### src/rtl/f1_pkg.sv
// Shared constants for the f1 gate unit: common truth tables and the sync-depth limit.
// The truth-table helper keeps the {a,b} index ordering in one place.
package f1_pkg;

    localparam logic [3:0] TT_AND   = 4'b1000;
    localparam logic [3:0] TT_OR    = 4'b1110;
    localparam logic [3:0] TT_XOR   = 4'b0110;
    localparam logic [3:0] TT_NAND  = 4'b0111;
    localparam logic [3:0] TT_NOR   = 4'b0001;
    localparam logic [3:0] TT_XNOR  = 4'b1001;

    localparam int SYNC_MAX = 3;

    // a is the index MSB, b the LSB
    function automatic logic tt_lookup(input logic [3:0] tt, input logic a, input logic b);
        return tt[{a, b}];
    endfunction

endpackage

### src/rtl/f1_sync_chain.sv
// Parameterized 1-bit flop chain with synchronous active-high reset.
// Used only for STAGES >= 1; the zero-stage case is a wire in the parent.
module f1_sync_chain #(
    parameter int STAGES = 1
) (
    input  logic clk,
    input  logic rst,
    input  logic d,
    output logic q
);

    logic [STAGES-1:0] stage_r;
    logic [STAGES:0]   chain_s;

    assign chain_s = {stage_r, d};
    assign q       = chain_s[STAGES];

    // Shift the input one stage per clock; reset flushes every stage.
    always_ff @(posedge clk) begin
        if (rst) begin
            stage_r <= {STAGES{1'b0}};
        end else begin
            stage_r <= chain_s[STAGES-1:0];
        end
    end

endmodule

### src/rtl/f1_gate_unit.sv
// Clocked two-input boolean function unit: o = TT[{i1,i2}] after optional sync stages.
// Optional output-activity counter enabled by defining F1_ACT_CNT_EN.
module f1_gate_unit
    import f1_pkg::*;
#(
    parameter logic [3:0] TT          = TT_XOR,
    parameter bit         REG_OUT     = 1'b1,
    parameter int         SYNC_STAGES = 0,
    parameter int         CNT_W       = 16
) (
    input  logic             clk,
    input  logic             rst,
    input  logic             i1,
    input  logic             i2,
    output logic             o,
`ifdef F1_ACT_CNT_EN
    output logic [CNT_W-1:0] act_cnt,
`endif
    output logic             o_chg
);

    logic a_s;
    logic b_s;
    logic f_s;
    logic armed_r;
    logic o_prev_r;
    logic o_chg_r;

    if (SYNC_STAGES < 0 || SYNC_STAGES > SYNC_MAX) begin : g_bad_sync
        $error("f1_gate_unit: SYNC_STAGES must be in 0..3");
    end

    if (CNT_W < 1) begin : g_bad_cnt
        $error("f1_gate_unit: CNT_W must be at least 1");
    end

    if (SYNC_STAGES == 0) begin : g_no_sync
        assign a_s = i1;
        assign b_s = i2;
    end else begin : g_sync
        f1_sync_chain #(.STAGES(SYNC_STAGES)) u_sync_i1 (
            .clk (clk),
            .rst (rst),
            .d   (i1),
            .q   (a_s)
        );
        f1_sync_chain #(.STAGES(SYNC_STAGES)) u_sync_i2 (
            .clk (clk),
            .rst (rst),
            .d   (i2),
            .q   (b_s)
        );
    end

    assign f_s = tt_lookup(TT, a_s, b_s);

    if (REG_OUT) begin : g_reg_out
        logic o_r;

        // Output register: one cycle of latency after the sync chain.
        always_ff @(posedge clk) begin
            if (rst) begin
                o_r <= 1'b0;
            end else begin
                o_r <= f_s;
            end
        end

        assign o = o_r;
    end else begin : g_comb_out
        assign o = f_s;
    end

    // Change detector. armed_r masks the first edge after reset so a combinational
    // output that differs from the cleared o_prev_r is not reported as a transition.
    always_ff @(posedge clk) begin
        if (rst) begin
            armed_r  <= 1'b0;
            o_prev_r <= 1'b0;
            o_chg_r  <= 1'b0;
        end else begin
            armed_r  <= 1'b1;
            o_prev_r <= o;
            o_chg_r  <= armed_r & (o ^ o_prev_r);
        end
    end

    assign o_chg = o_chg_r;

`ifdef F1_ACT_CNT_EN
    logic [CNT_W-1:0] act_cnt_r;

    // Saturating count of output transitions.
    always_ff @(posedge clk) begin
        if (rst) begin
            act_cnt_r <= {CNT_W{1'b0}};
        end else if (o_chg_r && (act_cnt_r != {CNT_W{1'b1}})) begin
            act_cnt_r <= act_cnt_r + CNT_W'(1'b1);
        end else begin
            act_cnt_r <= act_cnt_r;
        end
    end

    assign act_cnt = act_cnt_r;
`endif

endmodule

### config.mk
export PLATFORM = sky130hd
export DESIGN_NAME = f1_gate_unit
export DESIGN_NICKNAME = d
export VERILOG_FILES = /design/src/rtl/f1_pkg.sv /design/src/rtl/f1_sync_chain.sv /design/src/rtl/f1_gate_unit.sv
export SDC_FILE = /design/constraint.sdc
export NUM_CORES = 1
export LEC_CHECK = 0
export BUFFER_PORTS_ARGS = -buffer_cell sky130_fd_sc_hd__buf_4
export CELL_PAD_IN_SITES_DETAIL_PLACEMENT = 1
export CELL_PAD_IN_SITES_GLOBAL_PLACEMENT = 1
export CORE_AREA = 2 2 39 41
export DETAILED_ROUTE_END_ITERATION = 12
export DIE_AREA = 0 0 41 43
export GPL_ROUTABILITY_DRIVEN = 0
export PLACE_DENSITY = 0.3
export SLEW_MARGIN = 10
export SYNTH_ARGS = -nofsm -noshare
export SYNTH_HDL_FRONTEND = slang
export SYNTH_HIERARCHICAL = 1
export SYNTH_SLANG_ARGS = --single-unit
### constraint.sdc
create_clock -name clk -period 0.8 [get_ports clk]
set_input_delay 0.08 -clock clk [delete_from_list [all_inputs] [get_ports clk]]
set_output_delay 0.08 -clock clk [all_outputs]
set_load 0.05 [all_outputs]
Word-level counts from Yosys, hierarchy flattened

Index checks and enable logic that the tools add are counted.

Flip-flop bits (word level): 4
Input port bits: 4
Output and inout bits: 2
Word-level logic and storage cells: 10

Order comparisons: 1
Muxes and demuxes: 3
Bitwise operators: 2

Operators with widths:

| operator           | count |
|---|---|
| $lt 2x3->1 const B | 1 |
| $bmux 1 s2         | 1 |
| $mux 1             | 2 |
| $and 1x1->1        | 1 |
| $xor 1x1->1        | 1 |

Longest topological paths before layout

Gate-level depths: netlist (run 1).

Depth in word-level cells: 2
Depth in mapped cells: 2

Least setup slack after synthesis (run 1)

Ideal clock, no wire load.

Path type: reg-to-reg
Start: reg g_reg_out.o_r (netlist: o)
End: reg o_chg_r (netlist: o_chg)
Setup time: 115 ps
Data arrival time: 924 ps
Required time: 685 ps
Slack: -240 ps
Cell stages (with the launch flop): 3
Clock period less this slack: 1040 ps
Cell sequence: dfxtp_1 > xor2_1 > and3_1

Word-level cells in the longest chain between the ends: 2

RTL lines:

| element                | line               | text |
|---|---|---|
| from (decl)            | f1_gate_unit.sv:58 | `logic o_r;` |
| from (signal assigned) | f1_gate_unit.sv:65 | `o_r <= f_s;` |
| $xor 1x1->1            | f1_gate_unit.sv:84 | `o_chg_r <= armed_r & (o ^ o_prev_r);` |
| $and 1x1->1            | f1_gate_unit.sv:84 |  |
| to (signal assigned)   | f1_gate_unit.sv:84 |  |
| to (decl)              | f1_gate_unit.sv:27 | `logic o_chg_r;` |

Every way passes these cells.
A chain may end at the register's enable or synchronous reset.

Worst setup path in the final report (run 1)

Start: reg g_reg_out.o_r (netlist: o)
End: out o

RTL lines:

| element   | line               | text |
|---|---|---|
| to (decl) | f1_gate_unit.sv:15 | `output logic o,` |

No word-level cell between the ends.

==> results.cfg, run 1 <==
[timing]
finalHoldViolations = 0
fmax_mhz = 1218
setup_viol = 1
period_share_pct = 102.6
fin_tns_setup_ps = -20.81
tightest_slew_ps = 131.2
hold_ws_ps = 12.99
maxSlewHeadroom_pct = 91.19
worst_clock_skew_ps = 1.818
worst_slack_ps = -20.81
rsz0062_at_grt = true
slew_violations = 0
finalCriticalPeriod_ps = 820.8

[hold_path]
hold_path_class = in2reg
hold_depth = 2
hold_path_end = o_prev_r
hp-start = rst

[setup_path]
critical-path-top-delay-family = flip-flops
cp_cell_sequence = buf_8
rr_endpoint = o_chg
start_kind = register
worst_setup_path_end_kind = output pin
cp_max_fo = 3
cp.required_ps = 720
r2r_cells = 2
path_class = reg2out
r2r_slack_ps = 60
cp_slowest_cell = dfxtp_4
max_stage_delay_ps = 360
rr_startpoint = o
critPathBufInv = 1
crit_arrival_ps = 740

[power]
leakage_nw = 0.1055
vdd_drop_max_uv = 848.3
power.density_nw_per_um2 = 2515

[global_routing]
grt.total_usage_pct = 5.316
grt_pass1_wl_um = 476
grt_max_degree = 4
antenna_found_initial = 0
grt_pass1_vias = 114
grt-ovfl-total = 0

[logic_synthesis]
ys_ff_latch = 4
synthesis.nets = 14
ys_warn_count = 6
synth_area_leaders = dfxtp_1 (68%), xnor2_1 (7.4%), xor2_1 (7.4%)
syn_area_per_cell_um2 = 11.76
synthCells = 10
syn_area_um2 = 117.6
ys_types = 7
seq_area_frac_synth_pct = 68.09
synth_top_cell_area_share_pct = 68.09
yosysTopAreaCell = dfxtp_1

[routing]
post-route-drc-count = 0
routed_wl_um = 250
ant_nets = 0
wl_per_cell_um = 6.944
avgViaCountPerCell = 2.833
first_iter_violations = 4
vias = 102
firstDrtPassIters = 2

[cts]
cts-root-buf = clkbuf_4
cts_buffer_depth = 2
clock_latency_ps = 240
cts.reportedPaths.clkPinSlew_ps = 40
cts_tree = yes
post-cts-setup-buffer-count = 0
cts.htree.levels = 1
cts_sinks = 4
numCtsBuffers = 3

[placed_design]
placed_cell_area_um2 = 178.9
io_buffers = 5

[run_status]
outcome = finished with violations
violations = negative setup slack

[floorplan]
start_util_pct = 8.499
ios = 6
die-area_um2 = 1763
num_rows = 14
die_height_um = 43
core-area_um2 = 1384
die_w_um = 41

[layout]
nets = 25
layout_common_cells = clkbuf_4 (3), buf_4 (3), dfxtp_1 (2)
area_growth_pct = 93.62
drive_gt1_share_pct = 50.00
n_antenna_cell = 0
post-route-util_pct = 16.46
design_area_um2 = 227.7

[flow_run]
drv_cap = 0
how the worst max path moves through the flow:
stage          slack, ps  from  cells after the start     to
2_1_floorplan          7     o                      2  o_chg
3_3_place_gp          80     o                      2  o_chg
3_5_place_dp          80     o                      2  o_chg
4_1_cts              -30     o                      1      o
5_1_grt              -60     o                      1      o
6_report             -20     o                      1      o
synthesized netlist by cell type (all sizes together):
cell	n
xor2	1
and3	1
nor2	1
nor2b	1
inv	1
xnor2	1
dfxtp	4
timing repair:
action	in CTS	in global routing
hold buffers	1	0
gates resized for setup	3	1
hold endpoints to repair	1	0
setup endpoints to repair	2	2
final cells by class:
cell class              instances  area [um^2]
inverters                       1        3.754
flip-flops and latches          4        85.08
multi-input cells               5        33.78
clock buffers                   4        26.28
well taps                      16        20.02
repair buffers                  6        58.81
fillers                       161         1156
power breakdown:
| part | total [mW] | internal, mW | switching [mW] |
|---|---|---|---|
| clock | 0.280 | 0.188 | 0.0918 |
| combinational | 0.0726 | 0.0372 | 0.0354 |
| sequential | 0.220 | 0.213 | 0.00782 |
| total | 0.573 | 0.438 | 0.135 |
metal layers:
layer,vias to the layer above,part of all wire [%],track usage [%]
li1,50,-,-
met1,42,32,3.846
met2,10,45,5.000
met3,0,22,9.948
met4,0,0,4.000
met5,-,0,0
sequential cells by signal, indices dropped and copies added (netlist names):
| register | flops |
|---|---|
| o_prev_r | 1 |
| o_chg | 1 |
| o | 1 |
| armed_r | 1 |
through the flow:
stage,worst slack [ps],power [mW],std cells
floorplan,6.915,0.2569,10
global placement,76.50,0.2828,31
detailed placement,76.16,0.2834,31
CTS,-29.31,0.5889,36
global route,-62.42,0.6208,36
finish,-20.81,0.5726,36
kinds of logic (layout without fill, tap and decap cells):
family	Yosys count	in the layout	synth area share [%]
DFF	4	4	68.09
and+or+nand+nor	3	3	13.83
xor gates and xnor gates	2	2	14.90
buffers and inverters	1	11	3.188
No activity file was read; power rests on OpenSTA's default activity.
==> run 2: changes to the inputs <==
- MAX_ROUTING_LAYER: not set -> met4
- clock period: 0.8 -> 0.9 ns (I/O delays scaled with it)
==> run 2 against run 1 <==
  * The flow now finishes without violations
  * Hold slack improved by 20 ps
  * Routed wire length fell by 15%
  * Power fell by 19%
  * Clock skew about the same
  * Clock power fell by 24%
==> results.cfg, run 2 (synthesis gave the netlist of run 1 again) <==
[cts]
cts.htree.levels = 1
cts_sinks = 4
post-cts-setup-buffer-count = 0
clock_latency_ps = 230
ctsResizeCount = 0
cts_buffer_depth = 2
cts_tree = yes
cts-root-buf = clkbuf_4
cts_hold_buf = 0
numCtsBuffers = 3
cts.reportedPaths.clkPinSlew_ps = 30

[global_routing]
grt-ovfl-total = 0
grt_max_degree = 4
grt_pass1_wl_um = 345
grt_pass1_vias = 93
grt.total_usage_pct = 4.111
antenna_found_initial = 0

[layout]
nets = 24
drive_gt1_share_pct = 50.00
multi_input_area_um2 = 33.78
layout_commonest_cell = buf_4
seq_area_um2 = 81.33
n_antenna_cell = 0
fillers = 157
layout_common_cells = buf_4 (5), dfxtp_1 (3), clkbuf_4 (3)
area_growth_pct = 69.15

[timing]
finalCriticalPeriod_ps = 845.6
maxSlewHeadroom_pct = 91.09
fmax_mhz = 1183
hold_ws_ps = 33.03
rsz0062_at_grt = false
setup_viol = 0
fin_tns_setup_ps = 0
finalHoldViolations = 0
slew_violations = 0
period_share_pct = 93.96
worst_slack_ps = 54.40
tightest_slew_ps = 132.7
worst_clock_skew_ps = 2.227

[floorplan]
ios = 6
start_util_pct = 8.499
num_rows = 14
die_height_um = 43
core-area_um2 = 1384
die_w_um = 41
die-area_um2 = 1763

[power]
finalPower_mw = 0.4638
p_int_mw = 0.3625
clockPowerShare_pct = 46.2
power.density_nw_per_um2 = 2331
vdd_drop_max_uv = 718.1
p_switching_mw = 0.1013
comb_power_share_pct = 11.8
leakage_nw = 0.09670
p_sw_share_pct = 21.85
seqPwrFrac_pct = 42.0

[setup_path]
critPathBufInv = 1
worst_setup_path_end_kind = output pin
cp_max_fo = 3
critical-path-top-delay-family = flip-flops
crit_arrival_ps = 760
cp_cell_sequence = buf_4
start_kind = register
max_stage_delay_ps = 330
cp_slowest_cell = dfxtp_2
path_class = reg2out
cp.required_ps = 810

[placed_design]
io_buffers = 5
preCtsSetupSlack_ps = 173.3

[routing]
firstDrtPassIters = 2
vias = 92
wl_met3_um = 38
avgViaCountPerCell = 2.706
ant_nets = 0
wl_per_cell_um = 6.265
routed_wl_um = 213
top_layer_used = met3
post-route-drc-count = 0
wl_met1_um = 86
first_iter_violations = 1
wl_met2_um = 88

[flow_run]
drv_cap = 0

[hold_path]
hold_path_class = in2reg

[run_status]
outcome = complete, no violations
==> run 2: cell count changes in the layout (fill, tap and decap cells not counted), sizes merged <==
cell and delta:
clkbuf -1, dlygate4sd3 -1
==> run 2: layer usage <==
metal,track usage (%),vias up
met5,-,-
met2,3.125,8
met3,7.853,0
met1,2.885,38
li1,-,46
met4,4.000,0
==> run 2: area by class of cell <==
| type | count | area share (%) |
|---|---|---|
| clock buffer | 3 | 11.32 |
| inverter | 1 | 1.887 |
| multi-input combinational | 5 | 16.98 |
| sequential | 4 | 40.88 |
| tap | 16 | 10.06 |
| timing repair buffer | 5 | 18.87 |
==> run 2: path summary, 6_finish.rpt <==
check               start     to  slack [ps]  cells after the start
setup reg to reg        o  o_chg         180                      2
setup / recovery        o      o          50                      1
hold / removal        rst      o          30                      2
hold reg to reg   armed_r  o_chg         460                      1
==> run 2: worst register-to-register path: stages, from the launching register on <==
cell	delay [ps]
dfxtp_2	320
xor2_1	130
and3_1	170
==> run 2: power groups by stage <==
stage,clock [mW],combinational (mW),sequential [mW]
6_report,0.214,0.0545,0.195
5_1_grt,0.247,0.0589,0.196
4_1_cts,0.226,0.0558,0.195
3_5_place_dp,0,0.0558,0.198
3_3_place_gp,0,0.0559,0.197
2_1_floorplan,0,0.0120,0.217
==> run 2: stage by stage <==
step / cell area, um^2 / cells / util (%)
after global placement: 176.4 / 31 / 12.75
after floorplan: 118.9 / 10 / -
final: 198.9 / 34 / 14.38
after detailed placement: 176.4 / 31 / 12.75
after CTS: 198.9 / 34 / 14.38
after global routing: 198.9 / 34 / 14.38
==> run 3: changes to the inputs <==
- CELL_PAD_IN_SITES_DETAIL_PLACEMENT: 1 -> not set
- CELL_PAD_IN_SITES_GLOBAL_PLACEMENT: 1 -> not set
- HOLD_SLACK_MARGIN: not set -> 0.08
==> run 3 against run 2 <==
  * Sequential power about the same
  * Sequential share of layout area fell by 2.0 points
  * Routed wire length decreased by 0.94%
  * Sequential cell count stayed put
  * Largest cell class unchanged
  * Highest routed layer unchanged
  * Final area grew 5.0%
  * Critical path type unchanged
==> results.cfg, run 3 (synthesis gave the netlist of run 1 again) <==
[placed_design]
placed_cell_area_um2 = 176.4
io_buffers = 5

[layout]
layout_commonest_cell = buf_4
area_growth_pct = 77.66
design_area_um2 = 209.0
nets = 25
n_antenna_cell = 0
drive_gt1_share_pct = 47.37
layout_common_cells = buf_4 (5), dfxtp_1 (3), clkbuf_4 (3)

[cts]
ctsResizeCount = 0
cts_tree = yes
cts.reportedPaths.clkPinSlew_ps = 30
clock_latency_ps = 230
cts.htree.levels = 1
cts_buffer_depth = 2
cts_sinks = 4
numCtsBuffers = 3
cts-root-buf = clkbuf_4

[timing]
slew_violations = 0
fmax_mhz = 1169
worst_clock_skew_ps = 2.579
setup_viol = 0
fin_tns_setup_ps = 0
hold_ws_ps = 98.46
finalCriticalPeriod_ps = 855.4
rsz0062_at_grt = false
period_share_pct = 95.05
tightest_slew_ps = 147.8
maxSlewHeadroom_pct = 90.23
finalHoldViolations = 0

[power]
vdd_drop_max_uv = 515.1
p_int_mw = 0.3655
comb_power_share_pct = 12.2
power.density_nw_per_um2 = 2258
leakage_nw = 0.1009
p_sw_share_pct = 22.53
finalPower_mw = 0.4718
clockPowerShare_pct = 46.5
p_switching_mw = 0.1063
seqPwrFrac_pct = 41.4

[routing]
firstDrtPassIters = 2
wl_per_cell_um = 6.029
first_iter_violations = 1
vias = 94
routed_wl_um = 211
avgViaCountPerCell = 2.686
ant_nets = 0
post-route-drc-count = 0

[floorplan]
start_util_pct = 8.499
die_height_um = 43
num_rows = 14
core-area_um2 = 1384
die_w_um = 41
die-area_um2 = 1763
ios = 6

[flow_run]
drv_cap = 0

[setup_path]
cp_cell_sequence = buf_4
path_class = reg2out
cp_slowest_cell = dfxtp_2
worst_setup_path_end_kind = output pin
critPathBufInv = 1
max_stage_delay_ps = 340
start_kind = register
crit_arrival_ps = 770
cp_max_fo = 3
cp.required_ps = 810
critical-path-top-delay-family = flip-flops

[global_routing]
grt_pass1_vias = 98
grt.total_usage_pct = 4.115
grt_max_degree = 4
grt-ovfl-total = 0
antenna_found_initial = 0
grt_pass1_wl_um = 351

[hold_path]
hold_path_class = in2reg

[run_status]
outcome = complete, no violations
-- run 3: cell types whose count changed in the layout (fill, tap and decap cells not counted) --
cell | before | now
dlygate4sd3_1 | 0 | 1
-- run 3: area by class of cell --
type	count	area, um^2
multi-input cells	5	33.78
inverters	1	3.754
well taps	16	20.02
fillers	158	1175
flip-flops and latches	4	81.33
repair buffers	6	47.55
clock buffers	3	22.52
-- run 3: worst reg2reg max path: stages, from the launching register on --
cell	delay (ps)
dfxtp_2	320
xor2_1	130
and3_1	170
-- run 3: final timing paths --
check	slack, ps	from	end	cells after the start
setup / recovery	40	o	o	1
hold / removal	100	i2	o	3
setup reg to reg	180	o	o_chg	2
hold reg to reg	460	armed_r	o_chg	1
-- run 3: per-stage QoR --
step                setup slack (ps)  cells  utilization (%)
CTS                            29.22     35            15.10
finish                         44.59     35            15.10
detailed placement             175.2     31            12.75
global placement               184.1     31            12.75
global route                   9.546     35            15.10
floorplan                      37.58     10                -
-- run 3: routing by layer --
| layer | share of wire [%] | track usage, % |
|---|---|---|
| met1 | 49 | 2.572 |
| met2 | 37 | 3.438 |
| met3 | 13 | 6.283 |
| met4 | 0 | 6.000 |
| met5 | 0 | - |
-- run 3: power by group through the flow --
stage	clock, mW	sequential, mW	combinational [mW]
2_1_floorplan	0	0.217	0.0120
3_5_place_dp	0	0.198	0.0550
5_1_grt	0.247	0.196	0.0622
4_1_cts	0.235	0.195	0.0583
3_3_place_gp	0	0.197	0.0535
6_report	0.219	0.195	0.0574
-- run 3: timing repair --
action / 4_1_cts / 5_1_grt
endpoints found under the setup margin: 0 / 0
buffers inserted: 0 / 0
hold endpoints to repair: 3 / 0
hold buffers: 1 / 0
